### config.mk
export PLATFORM = sky130hd
export DESIGN_NAME = seq_detect_param_flat
export DESIGN_NICKNAME = d
export VERILOG_FILES = /design/src/rtl/seq_det_pkg.sv /design/src/rtl/seq_detect_param_if.sv /design/src/rtl/sat_counter.sv /design/src/rtl/seq_detect_param.sv /design/src/flat_wrapper.sv
export SDC_FILE = /design/constraint.sdc
export NUM_CORES = 1
export LEC_CHECK = 0
export ABC_AREA = 1
export CAP_MARGIN = 20
export CELL_PAD_IN_SITES_DETAIL_PLACEMENT = 1
export CELL_PAD_IN_SITES_GLOBAL_PLACEMENT = 1
export CORE_UTILIZATION = 45
export DETAILED_ROUTE_END_ITERATION = 10
export DONT_BUFFER_PORTS = 1
export GPL_TIMING_DRIVEN = 1
export PLACE_DENSITY = 0.79
export SYNTH_ARGS = -nofsm -noshare
export SYNTH_HDL_FRONTEND = slang
export SYNTH_SLANG_ARGS = --single-unit
### constraint.sdc
create_clock -name clk -period 4.5 [get_ports clk]
set_clock_uncertainty 0.2 [all_clocks]
set_input_delay 0.45 -clock clk [delete_from_list [all_inputs] [get_ports clk]]
set_output_delay 0.45 -clock clk [all_outputs]
set_load 0.1 [all_outputs]
### src/rtl/seq_det_pkg.sv
// Shared types and default parameters for the serial pattern detector.
// Latency: n/a (declarations only).
// Backpressure: n/a (declarations only).
package seq_det_pkg;

  // FILL: history not yet deep enough to complete a pattern; ARMED: it is.
  typedef enum logic [0:0] {
    S_FILL  = 1'b0,
    S_ARMED = 1'b1
  } state_e;

  localparam int        PAT_W_DEF   = 4;
  localparam int        CNT_W_DEF   = 8;
  localparam logic [3:0] PAT_RST_DEF = 4'b1101;

endpackage

### src/rtl/seq_detect_param_if.sv
// Bundle of serial-input, control and status signals for seq_detect_param.
// Latency: n/a (wires only).
// Backpressure: none; the stream source owns in_valid, the detector never stalls it.
interface seq_detect_param_if import seq_det_pkg::*; #(
  parameter int PAT_W = PAT_W_DEF,
  parameter int CNT_W = CNT_W_DEF
);
  logic             in_valid;
  logic             in;
  logic             overlap;
  logic             pat_load;
  logic [PAT_W-1:0] pat_in;
  logic             cnt_clr;
  logic             out;
  logic [CNT_W-1:0] match_cnt;
  logic             armed;

  // Stream/control source side.
  modport master (
    output in_valid, in, overlap, pat_load, pat_in, cnt_clr,
    input  out, match_cnt, armed
  );

  // Detector side.
  modport slave (
    input  in_valid, in, overlap, pat_load, pat_in, cnt_clr,
    output out, match_cnt, armed
  );
endinterface

### src/rtl/sat_counter.sv
// Saturating up-counter with synchronous clear.
// Latency: count reflects inc/clr one cycle after they are presented.
// Backpressure: none; holds at all-ones instead of wrapping.
module sat_counter #(
  parameter int W = 8
) (
  input  logic         clk,
  input  logic         rst,
  input  logic         clr,
  input  logic         inc,
  output logic [W-1:0] cnt
);

  // Reset and clear win over increment; increment stops at the maximum value.
  always_ff @(posedge clk) begin
    if (rst) begin
      cnt <= '0;
    end else if (clr) begin
      cnt <= '0;
    end else if (inc && (cnt != {W{1'b1}})) begin
      cnt <= cnt + 1'b1;
    end
  end

endmodule

### src/rtl/seq_detect_param.sv
// Serial pattern detector with loadable pattern, overlap control and match counter.
// Latency: out is Mealy (same cycle as the completing bit); match_cnt/armed one cycle later.
// Backpressure: none; a bit is consumed on every in_valid cycle, idle cycles just hold state.
module seq_detect_param import seq_det_pkg::*; #(
  parameter int               PAT_W   = PAT_W_DEF,
  // Default pattern is zero-extended when PAT_W is wider than the package default.
  parameter logic [PAT_W-1:0] PAT_RST = PAT_W'(PAT_RST_DEF),
  parameter int               CNT_W   = CNT_W_DEF
) (
  input  logic                clk,
  input  logic                rst,
  seq_detect_param_if.slave   bus
);

  // Fill counter only needs to reach PAT_W-1.
  localparam int              FILL_W   = $clog2(PAT_W);
  localparam logic [FILL_W-1:0] FILL_MAX = FILL_W'(PAT_W - 1);

  state_e             state_q, state_d;
  logic [PAT_W-1:0]   pat_q,   pat_d;
  logic [PAT_W-2:0]   hist_q,  hist_d;
  logic [FILL_W-1:0]  fill_q,  fill_d;
  logic               armed_q;
  logic               match;
  logic               hit;
  logic [PAT_W-1:0]   window;

  // Candidate word: held history with the incoming bit as LSB (oldest bit is MSB).
  assign window = {hist_q, bus.in};

  // Next-state and Mealy match decode; pattern load beats any incoming bit.
  always_comb begin
    state_d = state_q;
    pat_d   = pat_q;
    hist_d  = hist_q;
    fill_d  = fill_q;
    match   = 1'b0;

    if (bus.pat_load) begin
      pat_d   = bus.pat_in;
      hist_d  = '0;
      fill_d  = '0;
      state_d = S_FILL;
    end else if (bus.in_valid) begin
      case (state_q)
        S_FILL: begin
          hist_d = window[PAT_W-2:0];
          fill_d = fill_q + 1'b1;
          if (fill_d == FILL_MAX) begin
            state_d = S_ARMED;
          end
        end
        S_ARMED: begin
          match = (window == pat_q);
          if (match && !bus.overlap) begin
            // Non-overlapping: the matched bits cannot seed the next match.
            hist_d  = '0;
            fill_d  = '0;
            state_d = S_FILL;
          end else begin
            hist_d = window[PAT_W-2:0];
          end
        end
        default: begin
          hist_d  = '0;
          fill_d  = '0;
          state_d = S_FILL;
        end
      endcase
    end
  end

  // A reset cycle never reports a match.
  assign hit       = match & ~rst;
  assign bus.out   = hit;
  assign bus.armed = armed_q;

  // State registers; reset restores the default pattern and drops partial history.
  always_ff @(posedge clk) begin
    if (rst) begin
      state_q <= S_FILL;
      pat_q   <= PAT_RST;
      hist_q  <= '0;
      fill_q  <= '0;
      armed_q <= 1'b0;
    end else begin
      state_q <= state_d;
      pat_q   <= pat_d;
      hist_q  <= hist_d;
      fill_q  <= fill_d;
      armed_q <= (state_d == S_ARMED);
    end
  end

  sat_counter #(
    .W (CNT_W)
  ) u_match_cnt (
    .clk (clk),
    .rst (rst),
    .clr (bus.cnt_clr),
    .inc (hit),
    .cnt (bus.match_cnt)
  );

endmodule

### src/flat_wrapper.sv
// flat-port wrapper written by rule: the top's interface ports become plain ports
module seq_detect_param_flat import seq_det_pkg::*;
#(
  parameter int               PAT_W   = PAT_W_DEF,
                                                                                   
  parameter logic [PAT_W-1:0] PAT_RST = PAT_W'(PAT_RST_DEF),
  parameter int               CNT_W   = CNT_W_DEF
)
  (clk, rst, bus_in_valid, bus_in, bus_overlap, bus_pat_load, bus_pat_in, bus_cnt_clr, bus_out, bus_match_cnt, bus_armed);
  seq_detect_param_if #(.PAT_W(PAT_W), .CNT_W(CNT_W)) bus_i ();
  input  logic clk;
  input  logic rst;
  input wire logic [$bits(bus_i.in_valid)-1:0] bus_in_valid;
  input wire logic [$bits(bus_i.in)-1:0] bus_in;
  input wire logic [$bits(bus_i.overlap)-1:0] bus_overlap;
  input wire logic [$bits(bus_i.pat_load)-1:0] bus_pat_load;
  input wire logic [$bits(bus_i.pat_in)-1:0] bus_pat_in;
  input wire logic [$bits(bus_i.cnt_clr)-1:0] bus_cnt_clr;
  output wire logic [$bits(bus_i.out)-1:0] bus_out;
  output wire logic [$bits(bus_i.match_cnt)-1:0] bus_match_cnt;
  output wire logic [$bits(bus_i.armed)-1:0] bus_armed;
  assign bus_i.in_valid = bus_in_valid;
  assign bus_i.in = bus_in;
  assign bus_i.overlap = bus_overlap;
  assign bus_i.pat_load = bus_pat_load;
  assign bus_i.pat_in = bus_pat_in;
  assign bus_i.cnt_clr = bus_cnt_clr;
  assign bus_out = bus_i.out;
  assign bus_match_cnt = bus_i.match_cnt;
  assign bus_armed = bus_i.armed;
  seq_detect_param #(.PAT_W(PAT_W), .PAT_RST(PAT_RST), .CNT_W(CNT_W)) u_core (.clk(clk), .rst(rst), .bus(bus_i));
endmodule
==> flow_summary.json, run 1 <==
{
  "grt_pass1_wl_mm": 4.02,
  "vias": 909,
  "power_density_nw_per_um2": 284,
  "worstMarginPinSlew_ns": 1.10,
  "n_antenna_cell": 0,
  "antenna_left": 0,
  "grt_start_max_net_pins": 11,
  "cts_tree": "done",
  "drv_slew": 0,
  "avgSynthCellArea_um2": 6.68,
  "core_area_um2": 2000,
  "crit_slowest_cell": "dfxtp_1",
  "setup_violations": 0,
  "path_class": "reg -> reg",
  "yosys_warnings": 0,
  "path_clk_slew_ns": 0.12,
  "synthDistinctLibCells": 17,
  "cts_buffer_depth": 2,
  "worst_hold_slack_ns": 0.0145,
  "crit_buf_inv": 1,
  "arrival_ns": 2.66,
  "ir_drop_mv": 0.159,
  "final_cell_mix": "nand2_1 (34), inv_1 (24), nor2_1 (23)",
  "dp_hpwl_mm": 1.78,
  "die_area_um2": 2370,
  "antenna_found_initial": 0,
  "seq_area_frac_synth_pct": 36.7,
  "startpoint_type": "register",
  "clk_latency_ns": 0.31,
  "io_buffers": 0,
  "setup_tns_ns": 0,
  "die_w_um": 48.7,
  "grt_pass1_vias": 976,
  "hold_violations": 0,
  "groute.usage.overall_pct": 22.3,
  "crit_path_max_incr_delay_ns": 1.01,
  "wl_per_cell_um": 12.4,
  "relSlewSlack_pct": 26.3,
  "synth_area_um2": 982,
  "cp_common_cell": "nor2_1",
  "ys_ff_latch": 18,
  "overflow": 0,
  "fin_crit_sh_pct": 58.9,
  "worstPathRequired_ns": 4.51,
  "cts-htree-levels": 1,
  "gp_congestion": 0.731,
  "path_cells": "ha_1, nand2_1, inv_1, nand4_2, nand4_2, nor2_1, nor2_1, nor2_1",
  "wl_mm": 2.23,
  "worst_setup_path_end_kind": "register",
  "period_needed_ns": 2.65,
  "drtIter0Drc": 2,
  "status": "finished clean",
  "final_common_cell": "nand2_1",
  "syn2layout_area_growth_pct": 7.90,
  "hold_buffers": 0,
  "rows": 16,
  "vias_per_cell": 5.08,
  "start_util_pct": 49.1,
  "fmax_mhz": 377,
  "leakage_nw": 0.492,
  "drcViolationCount": 0,
  "cts_buffers": 3,
  "crit_fanout": 8,
  "hold_path.class": "in -> reg",
  "synth_nets": 160,
  "drive_above_1_share_pct": 13.8,
  "crit_family": "flip-flops",
  "netlist_instances": 147,
  "root_buffer": "clkbuf_4",
  "final_nets": 166,
  "firstDrtPassIters": 2,
  "cts.sinks": 18,
  "die_h_um": 48.7,
  "cts_setup_buffers": 0,
  "post_cts_resized": 0,
  "rsz0062_at_grt": "no",
  "io_pins": 21,
  "maxCapViolCount": 0
}
==> synthesized netlist by cell type <==
master | instances | area [µm²]
inv_2 | 5 | 18.8
nand4_1 | 6 | 37.5
dfxtp_1 | 18 | 360
nand3_1 | 3 | 15.0
buf_4 | 1 | 7.51
a21oi_1 | 11 | 55.1
nor2_1 | 23 | 86.3
nand4_2 | 2 | 25.0
o21ai_0 | 10 | 50.1
nor3_4 | 1 | 16.3
ha_1 | 2 | 25.0
nand2_2 | 1 | 6.26
nand2_1 | 34 | 128
nand3_2 | 1 | 10.0
inv_1 | 24 | 90.1
or2_2 | 1 | 6.26
nor2_4 | 4 | 45.0
==> metal layers <==
metal | track usage, % | wire, µm | up-vias
li1 | - | - | 470
met1 | 22.5 | 933 | 417
met2 | 43.1 | 1180 | 15
met3 | 4.40 | 56 | 7
met4 | 10.3 | 55 | 0
met5 | 0 | 0 | -
==> path summary, 6_finish.rpt <==
kind / from / end / depth (start not counted) / slack, ns
worst max-delay path: u_core.u_match_cnt.cnt[1]$_SDFFE_PP0P_ / u_core.u_match_cnt.cnt[3]$_SDFFE_PP0P_ / 8 / 1.85
worst min-delay path: bus_in_valid / u_core.hist_q[0]$_SDFFE_PP0P_ / 1 / 0.01
worst max register to register: u_core.u_match_cnt.cnt[1]$_SDFFE_PP0P_ / u_core.u_match_cnt.cnt[3]$_SDFFE_PP0P_ / 8 / 1.85
worst min register to register: u_core.pat_q[0]$_SDFFE_PP1P_ / u_core.pat_q[0]$_SDFFE_PP1P_ / 2 / 0.29
==> cell type report <==
class,instances,area [µm²]
fillers,287,942
multi-input cells,99,505
flip-flops and latches,18,360
inverters,29,109
clock buffers,4,36.3
well taps,27,33.8
repair buffers,2,15.0
==> sequential cells by signal (all words and copies together) (netlist names) <==
| name | flops |
|---|---|
| u_core.bus.armed | 1 |
| u_core.fill_q | 2 |
| u_core.hist_q | 3 |
| u_core.pat_q | 4 |
| u_core.u_match_cnt.cnt | 8 |
==> report_power, final <==
part / total (mW) / switching, mW / internal (mW)
Combinational: 0.0275 / 0.0189 / 0.00863
Sequential: 0.166 / 0.00255 / 0.164
Clock: 0.107 / 0.0578 / 0.0494
Total: 0.301 / 0.0792 / 0.222
==> kinds of logic (layout without fill, tap and decap cells) <==
family | Yosys count | count (layout) | synth area share (%)
compound gates | 21 | 21 | 10.7
fa+ha+maj | 2 | 2 | 2.55
buf+inv | 30 | 35 | 11.8
flops | 18 | 18 | 36.7
simple gates | 76 | 76 | 38.2
==> per-stage QoR <==
| stage | setup WS (ns) | util [%] | power [mW] | cell area, µm² | std cells |
|---|---|---|---|---|---|
| after CTS | 1.84 | 52.9 | 0.302 | 1060 | 179 |
| after floorplan | 1.85 | - | 0.193 | 982 | 147 |
| after detailed placement | 1.85 | 51.1 | 0.198 | 1020 | 175 |
| final | 1.85 | 52.9 | 0.301 | 1060 | 179 |
| after global routing | 1.70 | 52.9 | 0.314 | 1060 | 179 |
| after global placement | 1.95 | 51.1 | 0.196 | 1020 | 175 |
No activity file was read; power rests on OpenSTA's default activity.
==> run 2, diff against run 1 <==
Settings changed: CORE_UTILIZATION 45 to 42, PLACE_DENSITY 0.79 to 0.75.
Clock period 4.5 ns to 2.68 ns, I/O delays scaled along.
==> flow_summary.json, run 2 (same netlist as run 1, synthesis figures left out) <==
{
  "status": "finished clean",
  "final_cell_mix": "nand2_1 (34), inv_1 (24), nor2_1 (23)",
  "grt_start_max_net_pins": 11,
  "hold_violations": 0,
  "total_power_mw": 0.509,
  "largest_register_ffs": 8,
  "core_area_um2": 2210,
  "final_nets": 182,
  "drtIter0Drc": 8,
  "drv_slew": 0,
  "worstPathRequired_ns": 2.21,
  "fmax_mhz": 445,
  "min_from": "bus_in_valid",
  "fin_util_pct": 54.3,
  "cts_tree": "done",
  "antenna_left": 0,
  "crit_fanout": 8,
  "die_h_um": 50.4,
  "cts_setup_buffers": 0,
  "cp-startpoint": "bus_pat_load",
  "pre_cts_ws_ns": 0.825,
  "crit_path_max_incr_delay_ns": 0.64,
  "grt_pass1_wl_mm": 3.88,
  "arrival_ns": 1.78,
  "timing.rr.start": "u_core.hist_q[1]$_SDFFE_PP0P_",
  "vias": 958,
  "setup_tns_ns": 0,
  "worst_setup_path_end_kind": "primary output",
  "worst_slack_ns": 0.431,
  "largest-register": "u_core.u_match_cnt.cnt",
  "whs_path_depth": 4,
  "path_class": "in -> out",
  "relSlewSlack_pct": 60.4,
  "setup_violations": 0,
  "syn2layout_area_growth_pct": 22.3,
  "dp_hpwl_mm": 1.77,
  "gp_congestion": 0.735,
  "power_density_nw_per_um2": 424,
  "clk_latency_ns": 0.29,
  "reg_top3": "u_core.u_match_cnt.cnt: 8 flops, u_core.pat_q: 4 flops, u_core.hist_q: 3 flops",
  "wl_mm": 2.26,
  "leakage_nw": 0.570,
  "io_buffers": 0,
  "rr_worst_depth": 8,
  "rsz0062_at_grt": "no",
  "cts-htree-levels": 1,
  "n_antenna_cell": 0,
  "path_cells": "dlygate4sd3_1, inv_2, nand2_2, nor3_4, inv_2, nor2_4, buf_4",
  "crit_slowest_cell": "dlygate4sd3_1",
  "worst_hold_slack_ns": 0.0250,
  "hold_path.class": "in -> reg",
  "grt_pass1_vias": 978,
  "worstMarginPinSlew_ns": 0.592,
  "firstDrtPassIters": 4,
  "antenna_found_initial": 0,
  "startpoint_type": "input pin",
  "die_area_um2": 2540,
  "root_buffer": "clkbuf_4",
  "maxCapViolCount": 0,
  "drcViolationCount": 0,
  "ir_drop_mv": 0.258,
  "postLayoutCellArea_um2": 1200,
  "cts_buffers": 3,
  "cp_common_cell": "inv_2",
  "rows": 17,
  "vias_per_cell": 4.89,
  "period_needed_ns": 2.25,
  "groute.usage.overall_pct": 20.4,
  "io_pins": 21,
  "die_w_um": 50.4,
  "fin_crit_sh_pct": 83.9,
  "start_util_pct": 44.4,
  "dpl_cell_area_um2": 1080,
  "cts.sinks": 18,
  "overflow": 0,
  "cts_buffer_depth": 2,
  "final_common_cell": "nand2_1",
  "dp_cells": 184,
  "wl_per_cell_um": 11.5,
  "n_fill_cell": 309,
  "stdcell_count": 196,
  "path_clk_slew_ns": 0.11,
  "drive_above_1_share_pct": 17.3
}
-- run 2: cell types whose count changed in the layout (fill, tap and decap cells not counted) --
cell,before,now
buf_4,2,10
dlygate4sd3_1,0,8
-- run 2: power by group --
group | total (mW) | internal [mW] | leakage [nW] | switching (mW)
Sequential | 0.279 | 0.275 | 0.147 | 0.00407
Clock | 0.172 | 0.0828 | 0.0210 | 0.0890
Combinational | 0.0582 | 0.0225 | 0.403 | 0.0358
Total | 0.509 | 0.380 | 0.570 | 0.129
-- run 2: per-layer routing --
layer | up-vias | GRT usage (%) | wire, µm
met4 | 0 | 8.33 | 16
met2 | 12 | 38.9 | 1180
met1 | 441 | 21.2 | 994
met5 | - | 0 | 0
li1 | 503 | - | -
met3 | 2 | 4.24 | 67
-- run 2: final timing paths --
check | slack [ns] | endpoint
max | 0.43 | bus_out
min | 0.03 | u_core.bus.armed$_SDFFE_PP0P_
max reg2reg | 0.79 | u_core.hist_q[0]$_SDFFE_PP0P_
min reg2reg | 0.27 | u_core.fill_q[1]$_SDFFE_PP0P_
-- run 2: repair_timing --
action,4_1_cts,5_1_grt
endpoints found under the hold margin,8,0
resized for setup,0,0
hold buffers,8,0
-- run 2: worst max-delay path, delay by kind of cell --
kind / cells / cell delay, ns
buffers and inverters: 4 / 1.15
AND/OR/NAND/NOR: 3 / 0.35
-- run 2: cell type report --
cell class	count	area (µm²)	share of cell area (%)
Clock buffer	4	36.3	3.02
Inverter	29	109	9.06
Multi-Input combinational cell	99	505	42.1
Sequential cell	18	360	30.0
Tap cell	28	35.0	2.92
Timing Repair Buffer	18	155	12.9
==> run 3, diff against run 2 <==
Settings changed: ABC_AREA 1 to 0, CORE_UTILIZATION 42 to 40, PLACE_DENSITY 0.75 to 0.7.
Clock period 2.68 ns to 2 ns, I/O delays scaled along.
==> flow_summary.json, run 3 <==
{
  "antenna_found_initial": 0,
  "grt_start_max_net_pins": 13,
  "clk_latency_ns": 0.29,
  "grt_pass1_vias": 879,
  "rows": 16,
  "io_buffers": 0,
  "synthFlopType": "dfxtp_1",
  "crit_fanout": 4,
  "drive_above_1_share_pct": 29.2,
  "largest-register": "u_core.u_match_cnt.cnt",
  "drcViolationCount": 0,
  "yosys_warnings": 0,
  "relSlewSlack_pct": 70.5,
  "cts_buffer_depth": 2,
  "antenna_left": 0,
  "reg_top3": "u_core.u_match_cnt.cnt: 8 flops, u_core.pat_q: 4 flops, u_core.hist_q: 3 flops",
  "overflow": 0,
  "die_area_um2": 2430,
  "rsz0062_at_grt": "no",
  "avgSynthCellArea_um2": 9.22,
  "groute.usage.overall_pct": 21.8,
  "period_needed_ns": 1.89,
  "pre_cts_ws_ns": 0.191,
  "die_h_um": 49.3,
  "worstMarginPinSlew_ns": 0.441,
  "ir_drop_mv": 0.385,
  "dp_hpwl_mm": 1.50,
  "dpl_cell_area_um2": 1040,
  "wl_per_cell_um": 16.7,
  "hold_violations": 0,
  "setup_violations": 0,
  "worst_slack_ns": 0.110,
  "ys_ff_latch": 18,
  "maxCapViolCount": 0,
  "fin_crit_sh_pct": 94.5,
  "start_util_pct": 44.2,
  "worstPathRequired_ns": 1.60,
  "vias": 845,
  "core_area_um2": 2020,
  "arrival_ns": 1.49,
  "synth_largest_area_cell": "dfxtp_1",
  "die_w_um": 49.3,
  "io_pins": 21,
  "power_density_nw_per_um2": 517,
  "firstDrtPassIters": 4,
  "grt_pass1_wl_mm": 4.02,
  "path_clk_slew_ns": 0.10,
  "synth-edff-count": 0,
  "cts.sinks": 18,
  "synth_top_cells_by_count": "dfxtp_1 (18), nor2b_1 (7), or3_1 (7)",
  "syn2layout_area_growth_pct": 34.8,
  "synth_area_um2": 895,
  "synthDistinctLibCells": 32,
  "final_cell_mix": "buf_4 (12), dlygate4sd3_1 (10), dfxtp_2 (9), dfxtp_1 (9), or3_1 (7)",
  "seq_area_frac_synth_pct": 40.3,
  "netlist_instances": 97,
  "postLayoutCellArea_um2": 1210,
  "synth.most_common_cell": "dfxtp_1",
  "leakage_nw": 0.425,
  "worst_setup_path_end_kind": "primary output",
  "vias_per_cell": 5.75,
  "synth_nets": 110,
  "root_buffer": "clkbuf_4",
  "path_class": "reg -> out",
  "synthArstFlopShare_pct": 0,
  "fin_util_pct": 59.7,
  "startpoint_type": "register",
  "drtIter0Drc": 9,
  "synth_area_leaders": "dfxtp_1 (40%), nor2b_1 (4.9%), or3_1 (4.9%)",
  "gp_congestion": 0.808,
  "drv_slew": 0,
  "cts_tree": "done",
  "cts-htree-levels": 1,
  "status": "finished clean",
  "hold_path.class": "in -> reg",
  "n_antenna_cell": 0,
  "final_common_cell": "buf_4",
  "synth.top_cell.area_share_pct": 40.3,
  "cts_buffers": 3,
  "setup_tns_ns": 0,
  "largest_register_ffs": 8,
  "wl_mm": 2.45,
  "total_power_mw": 0.623,
  "final_nets": 135,
  "fmax_mhz": 529
}
run 3: cell count changes in the layout (fill, tap and decap cells not counted), moves of 6 or more:
cell | before | now
or3_1 | 0 | 7
inv_1 | 24 | 4
nor2b_1 | 0 | 6
dfxtp_1 | 18 | 9
dfxtp_2 | 0 | 9
nand2_1 | 34 | 5
nor2_1 | 23 | 3
run 3: timing repair:
action,4_1_cts,5_1_grt
setup buffers,0,1
setup endpoints to repair,1,1
endpoints found under the hold margin,16,0
hold buffers,10,0
resized for setup,5,0
pin swaps,1,1
run 3: kinds of logic (layout without fill, tap and decap cells):
| logic type | Yosys count | in the layout | share of synthesized area (%) |
|---|---|---|---|
| XOR/XNOR | 4 | 4 | 3.92 |
| flip-flops | 18 | 18 | 40.3 |
| AND/OR/NAND/NOR | 36 | 36 | 24.1 |
| adder cells (fa/ha/maj) | 2 | 2 | 2.80 |
| buffers and inverters | 7 | 30 | 3.08 |
| AO/OA/AOI/OAI | 27 | 27 | 22.5 |
| multiplexers | 3 | 3 | 3.36 |
run 3: final cells by class:
cell class	count	area, µm²
clock buffer	3	22.5
fill	230	816
inverter	4	15.0
multi-input combinational	72	553
sequential	18	372
tap	27	33.8
timing repair buffer	23	210
run 3: path summary, 6_finish.rpt:
kind / start / end / slack, ns / depth (start not counted)
max: u_core.pat_q[0]$_SDFFE_PP1P_ / bus_out / 0.11 / 5
min: rst / u_core.hist_q[0]$_SDFFE_PP0P_ / 0.03 / 2
max reg2reg: u_core.pat_q[0]$_SDFFE_PP1P_ / u_core.u_match_cnt.cnt[1]$_SDFFE_PP0P_ / 0.18 / 6
min reg2reg: u_core.fill_q[0]$_SDFFE_PP0P_ / u_core.fill_q[0]$_SDFFE_PP0P_ / 0.29 / 1
run 3: routing by layer:
metal  global-route usage (%)  part of all wire [%]
met2                     33.1                    47
met3                     3.12                   2.2
met4                     9.80                   1.3
met5                        0                     0
met1                     30.1                    50
run 3: through the flow:
stage	hold WS, ns	cells
finish	0.0280	147
floorplan	0.100	97
global placement	0.0751	133
global route	0.0261	147
CTS	0.0174	146
detailed placement	0.0799	133
run 3: power by group:
group	leakage [nW]	switching, mW	total (mW)	internal (mW)
sequential	0.151	0.00800	0.374	0.366
clock	0.0138	0.109	0.179	0.0699
combinational	0.260	0.0323	0.0707	0.0385
run 3: critical path: stages, from the launching register on:
cell and delay, ns:
dfxtp_1 0.35, xnor2_2 0.25, nand4_4 0.13, buf_4 0.18, nor2b_4 0.12, buf_12 0.18
